--- config.mk ---
export PLATFORM = sky130hd
export DESIGN_NAME = muldiv_unit
export DESIGN_NICKNAME = d
export VERILOG_FILES = /design/src/rtl/muldiv_pkg.sv /design/src/rtl/muldiv_unit.sv
export SDC_FILE = /design/constraint.sdc
export NUM_CORES = 1
export LEC_CHECK = 0
export ABC_AREA = 1
export CORE_MARGIN = 2
export CORE_UTILIZATION = 45
export CTS_CLUSTER_DIAMETER = 150
export DETAILED_ROUTE_END_ITERATION = 10
export PLACE_DENSITY = 0.6
export SKIP_LAST_GASP = 1
export SYNTH_ARGS = -nofsm -noshare
export SYNTH_HDL_FRONTEND = slang
export SYNTH_SLANG_ARGS = --single-unit
--- constraint.sdc ---
create_clock -name clk -period 8 [get_ports clk]
set_clock_uncertainty 0.15 [all_clocks]
set_input_delay 2.4 -clock clk [delete_from_list [all_inputs] [get_ports clk]]
set_output_delay 2.4 -clock clk [all_outputs]
set_load 0.005 [all_outputs]
--- src/rtl/muldiv_pkg.sv ---
// Shared types and constants for the RV32M multiply/divide sequencer.
package muldiv_pkg;

    localparam int XLEN  = 32;
    localparam int CNT_W = $clog2(XLEN);

    localparam logic [XLEN-1:0] INT_MIN  = {1'b1, {(XLEN-1){1'b0}}};
    localparam logic [XLEN-1:0] ALL_ONES = {XLEN{1'b1}};

    // funct3 encoding of the M-extension ops
    typedef enum logic [2:0] {
        MUL    = 3'b000,
        MULH   = 3'b001,
        MULHSU = 3'b010,
        MULHU  = 3'b011,
        DIV    = 3'b100,
        DIVU   = 3'b101,
        REM    = 3'b110,
        REMU   = 3'b111
    } funct3_e;

    typedef enum logic [1:0] {
        IDLE,
        CALC,
        FIXUP,
        DONE
    } state_e;

    // Two's-complement magnitude when the operand is treated as negative
    function automatic logic [XLEN-1:0] abs_val(input logic [XLEN-1:0] v, input logic neg);
        return neg ? (~v + 1'b1) : v;
    endfunction

endpackage

--- src/rtl/muldiv_unit.sv ---
// Iterative RV32M multiply/divide unit: one bit per cycle over a shared
// 33-bit add/subtract datapath, stalling EX until the result is ready.
module muldiv_unit
    import muldiv_pkg::*;
(
    input  logic            clk,
    input  logic            rst_n,
    input  logic            valid_i,
    input  logic [2:0]      funct3_i,
    input  logic [XLEN-1:0] rs1_i,
    input  logic [XLEN-1:0] rs2_i,
    input  logic            flush_i,
    output logic            stall_o,
    output logic            done_o,
    output logic [XLEN-1:0] result_o
);

    state_e              state, state_nxt;
    funct3_e             op;
    logic                sign_a, sign_b;
    logic [XLEN-1:0]     addend;   // multiplicand (mul) or divisor (div)
    logic [2*XLEN-1:0]   prod;     // product; low half is dividend/quotient for div
    logic [XLEN-1:0]     rem;
    logic [CNT_W-1:0]    count;

    // Operand decode on the incoming instruction
    logic            sa_in, sb_in, div_zero, div_ovf, special;
    logic [XLEN-1:0] abs_a, abs_b, special_res;

    assign sa_in    = (funct3_i == MULH || funct3_i == MULHSU ||
                       funct3_i == DIV  || funct3_i == REM) && rs1_i[XLEN-1];
    assign sb_in    = (funct3_i == MULH || funct3_i == DIV || funct3_i == REM) && rs2_i[XLEN-1];
    assign abs_a    = abs_val(rs1_i, sa_in);
    assign abs_b    = abs_val(rs2_i, sb_in);
    assign div_zero = funct3_i[2] && (rs2_i == '0);
    assign div_ovf  = (funct3_i == DIV || funct3_i == REM) &&
                      (rs1_i == INT_MIN) && (rs2_i == ALL_ONES);
    assign special  = div_zero || div_ovf;
    // funct3[1] separates REM/REMU from DIV/DIVU
    assign special_res = div_zero ? (funct3_i[1] ? rs1_i : ALL_ONES)
                                  : (funct3_i[1] ? '0    : INT_MIN);

    // Shared adder: add for multiply, subtract with carry-out compare for divide
    logic            is_div, no_borrow;
    logic [XLEN:0]   shifted, add_x, add_y;
    logic [XLEN+1:0] add_res;

    assign is_div    = op[2];
    assign shifted   = {rem, prod[XLEN-1]};
    assign add_x     = is_div ? shifted : {1'b0, prod[2*XLEN-1:XLEN]};
    assign add_y     = {1'b0, addend};
    assign add_res   = {1'b0, add_x} + {1'b0, (is_div ? ~add_y : add_y)}
                     + {{(XLEN+1){1'b0}}, is_div};
    assign no_borrow = add_res[XLEN+1];

    // Sign correction and result selection
    logic [2*XLEN-1:0] prod_s;
    logic [XLEN-1:0]   quo_s, rem_s, fix_res;

    assign prod_s = (sign_a ^ sign_b) ? (~prod + 1'b1) : prod;
    assign quo_s  = (sign_a ^ sign_b) ? (~prod[XLEN-1:0] + 1'b1) : prod[XLEN-1:0];
    assign rem_s  = sign_a ? (~rem + 1'b1) : rem;

    // Pick the architectural result for the latched op
    always_comb begin
        fix_res = rem_s;
        case (op)
            MUL:                 fix_res = prod_s[XLEN-1:0];
            MULH, MULHSU, MULHU: fix_res = prod_s[2*XLEN-1:XLEN];
            DIV, DIVU:           fix_res = quo_s;
            default:             fix_res = rem_s;
        endcase
    end

    // State register
    always_ff @(posedge clk or negedge rst_n) begin
        if (!rst_n) state <= IDLE;
        else        state <= state_nxt;
    end

    // Next-state logic; flush overrides every transition
    always_comb begin
        state_nxt = state;
        case (state)
            IDLE:    if (valid_i) state_nxt = special ? DONE : CALC;
            CALC:    if (count == '0) state_nxt = FIXUP;
            FIXUP:   state_nxt = DONE;
            DONE:    state_nxt = IDLE;
            default: state_nxt = IDLE;
        endcase
        if (flush_i) state_nxt = IDLE;
    end

    // Datapath: operand latch, iteration, result register
    always_ff @(posedge clk or negedge rst_n) begin
        if (!rst_n) begin
            op       <= MUL;
            sign_a   <= 1'b0;
            sign_b   <= 1'b0;
            addend   <= '0;
            prod     <= '0;
            rem      <= '0;
            count    <= '0;
            result_o <= '0;
        end else if (!flush_i) begin
            case (state)
                IDLE: if (valid_i) begin
                    op     <= funct3_e'(funct3_i);
                    sign_a <= sa_in;
                    sign_b <= sb_in;
                    count  <= CNT_W'(XLEN-1);
                    rem    <= '0;
                    if (funct3_i[2]) begin
                        addend <= abs_b;
                        prod   <= {{XLEN{1'b0}}, abs_a};
                    end else begin
                        addend <= abs_a;
                        prod   <= {{XLEN{1'b0}}, abs_b};
                    end
                    if (special) result_o <= special_res;
                end
                CALC: begin
                    count <= count - 1'b1;
                    if (is_div) begin
                        rem              <= no_borrow ? add_res[XLEN-1:0] : shifted[XLEN-1:0];
                        prod[XLEN-1:0]   <= {prod[XLEN-2:0], no_borrow};
                    end else if (prod[0]) begin
                        prod <= {add_res[XLEN:0], prod[XLEN-1:1]};
                    end else begin
                        prod <= {1'b0, prod[2*XLEN-1:1]};
                    end
                end
                FIXUP:   result_o <= fix_res;
                default: ;
            endcase
        end
    end

    assign stall_o = valid_i && (state != DONE) && !flush_i;
    assign done_o  = (state == DONE);

endmodule

==> metrics.txt <==
global route overflow 0; Power, Total 8.412 mW; via count 20844; Post-Syn Area per Cell 6.063 µm²; most used cell, CP clkdlybuf4s50_1; CP max FO 2; Fillers 4118; Starting Density 45.65%; Boundary Pins 105; Final Hold Fails 0; busiest grt layer met2; Clock Pin Slew Worst Setup and Hold Paths 0.07 ns; ANT nets after route 0; worst hold path type reg -> reg; Worst Setup End Kind output port; Fmax achieved 163.8 MHz; Crit Reg-Reg Startpoint op[2]; DP Wirelength 64920 µm; Crit path required time 5.45 ns; root buf cell clkbuf_16; Synth cell types 57; number of cells produced by synthesis 2910; max_cap viols 0; clk buf depth 2; CTS Sinks 172; CP peak stage delay 0.53 ns; post-CTS setup buffers 0; Comb pwr share 69.4%; WP data arrival 3.55 ns; # rows 72; total CTS buffers 17; status finished clean; TritonRoute pass-1 iters 7; port bufs 104; DR vias/cell 6.007; slew margin rel. 27.00%; synth-to-layout area growth 10.32%; pin count of the biggest net entering global routing 83; cts repair resizes 0; syn nets 3024; gr usage total 39.80%; DRC errors left 0; Layout Nets 3053; Pins Over Slew Limit 0; initial antenna violation count 1; proportion of layout cells with a drive suffix above 1 5.149%; area occupied by multi-input gates 11700 µm²; die area 40800 µm²; type of the worst setup path in -> out; worst skew pair latency 0.48 ns; final antenna diode count 0; CP Launch Point valid_i; Die X 202 µm; synth warn 0; GR Layer Usage met2 63.28%; post-synthesis sequential area ratio 24.40%; critical-path cell list clkdlybuf4s50_1, inv_1, nor3_1, clkdlybuf4s50_1; hold buffers post-CTS 0; DRT iter0 DRCs 2780; Mapped Area 17640 µm²; sequential share of power 20.3%; GR Util met3 7.739%; post-synthesis register bit count 172; design internal power 3.448 mW; min-delay src result_o[13]; Worst VDD drop 201.2 µV; Switching Fraction 59.01%; unrepaired setup endpoints after global routing no; Max stage delay cell, worst path clkdlybuf4s50_1; CTS tree built; met1 usage 50.46%; Die Ht 202 µm; leakage 9.191 nW; Power per Cell Area 432.2 nW/µm²; vias in the first global route 19378; final setup fails 0; Worst-Margin Slew 1.094 ns; wire per inst 23.42 µm; GPL Wtd Cong 1.046; Clock Power Share 10.3%; drt total wl 81280 µm; htree depth 4; Tcrit/Tclk final 76.30%; NetSw 4.964 mW; register area 4308 µm²; critical path launch point type input port; Placeable Area 38650 µm²; fin crit period 6.104 ns; Setup TNS 0 ns; first-pass GRT wire length 121600 µm
## layer usage
layer	up-vias	part of all wire [%]
met2	1289	45
met5	-	0
met3	254	9.6
met4	0	6.8
met1	9677	39
li1	9624	-
## power groups by stage
stage / clock [mW] / sequential [mW] / combinational, mW
floorplan: 0 / 1.49 / 3.88
global placement: 0 / 1.68 / 5.58
detailed placement: 0 / 1.69 / 5.63
CTS: 0.868 / 1.68 / 5.66
global route: 0.900 / 1.74 / 6.38
finish: 0.869 / 1.71 / 5.84
## layout by cell type, fill, tap and decap left out, types with 6 or more instances in the layout
master and count:
a21boi_0 9, a21boi_1 11, a21oi_1 133, a21oi_2 15, a221oi_1 31, a22oi_1 17, and2_1 6, buf_4 20
clkbuf_16 17, clkdlybuf4s50_1 103, dfrtp_1 171, ha_1 42, inv_1 256, inv_2 10, nand2_1 878, nand2_2 15
nand3_1 267, nand3_2 7, nand3b_1 17, nand4_1 42, nor2_1 419, nor2_2 14, nor2_4 10, nor3_1 15
o211ai_1 37, o21ai_0 163, o21ai_1 24, o21ai_2 6, o21bai_1 9, o221ai_1 7, o22ai_1 13, o22ai_2 8
xnor2_1 19, xor2_1 77
## registers in the layout (all words and copies together), names as in the netlist
signal and flops:
prod 64, addend 32, rem 32, result_o 32
count 5, op 3, state 2, sign_a 1
sign_b 1
## final timing paths
kind                       slack (ns)            to  cells past startpoint
max reg2reg                      3.54       rem[18]                     16
min                              0.33  result_o[13]                      2
max                              1.90       stall_o                      4
max in group asynchronous        4.65      state[1]                      2
min reg2reg                      0.33  result_o[13]                      2
min in group asynchronous        1.73       rem[31]                      1
## worst max-delay path, delay by kind of cell
family,cells,cell delay (ns)
buf+inv,3,1.02
simple gates,1,0.13
## Yosys cell counts, drive strengths merged
library cell	number	share of area, %
o211ai	38	1.6
inv	269	5.8
buf	60	2.3
a21o	4	0.17
o21bai	10	0.49
nor3	17	0.54
a31oi	5	0.18
a2bb2oi	1	0.050
a211o	3	0.15
or2	8	0.28
a21boi	20	0.85
fa	1	0.11
and2	6	0.21
nand4	42	1.5
a221o	1	0.057
nand3	274	8.0
a221oi	31	1.5
o31ai	3	0.13
xor2	77	3.8
nand3b	17	0.72
xnor2	19	0.94
nor2	443	10
o21a	2	0.085
o221ai	7	0.35
a21oi	148	4.5
nor4	7	0.32
clkbuf	54	1.1
nor3b	1	0.043
nand2	893	19
ha	42	3.0
a22oi	18	0.79
dfrtp	172	24
o21ai	193	5.6
clkinv	3	0.071
o22ai	21	1.0
## cell families after synthesis
kind of cell	synth area share, %
AO/OA/AOI/OAI	17.63
XOR/XNOR	4.766
adder cells (fa/ha/maj)	3.092
buffers and inverters	9.340
flip-flops	24.40
AND/OR/NAND/NOR	40.77
## metrics by stage
stage / hold WS (ns) / std cells / worst slack (ns) / utilization, % / area [µm²]
finish: 0.3323 / 3470 / 1.896 / 50.36 / 19460
global route: 0.3571 / 3470 / 1.818 / 50.36 / 19460
CTS: 0.3418 / 3470 / 1.881 / 50.36 / 19460
detailed placement: 0.3146 / 3438 / 1.899 / 48.86 / 18880
global placement: 0.3201 / 3438 / 1.879 / 48.86 / 18880
floorplan: 0.3171 / 2910 / 2.846 / - / 17640
## area by class of cell
class | instances | share of cell area, %
Inverter | 272 | 5.304
Clock inverter | 10 | 0.5400
Tap cell | 518 | 3.330
Clock buffer | 22 | 2.437
Sequential cell | 172 | 22.13
Timing Repair Buffer | 124 | 6.127
Multi-Input combinational cell | 2352 | 60.13
Note: power is estimated with default switching activity, not from simulation.
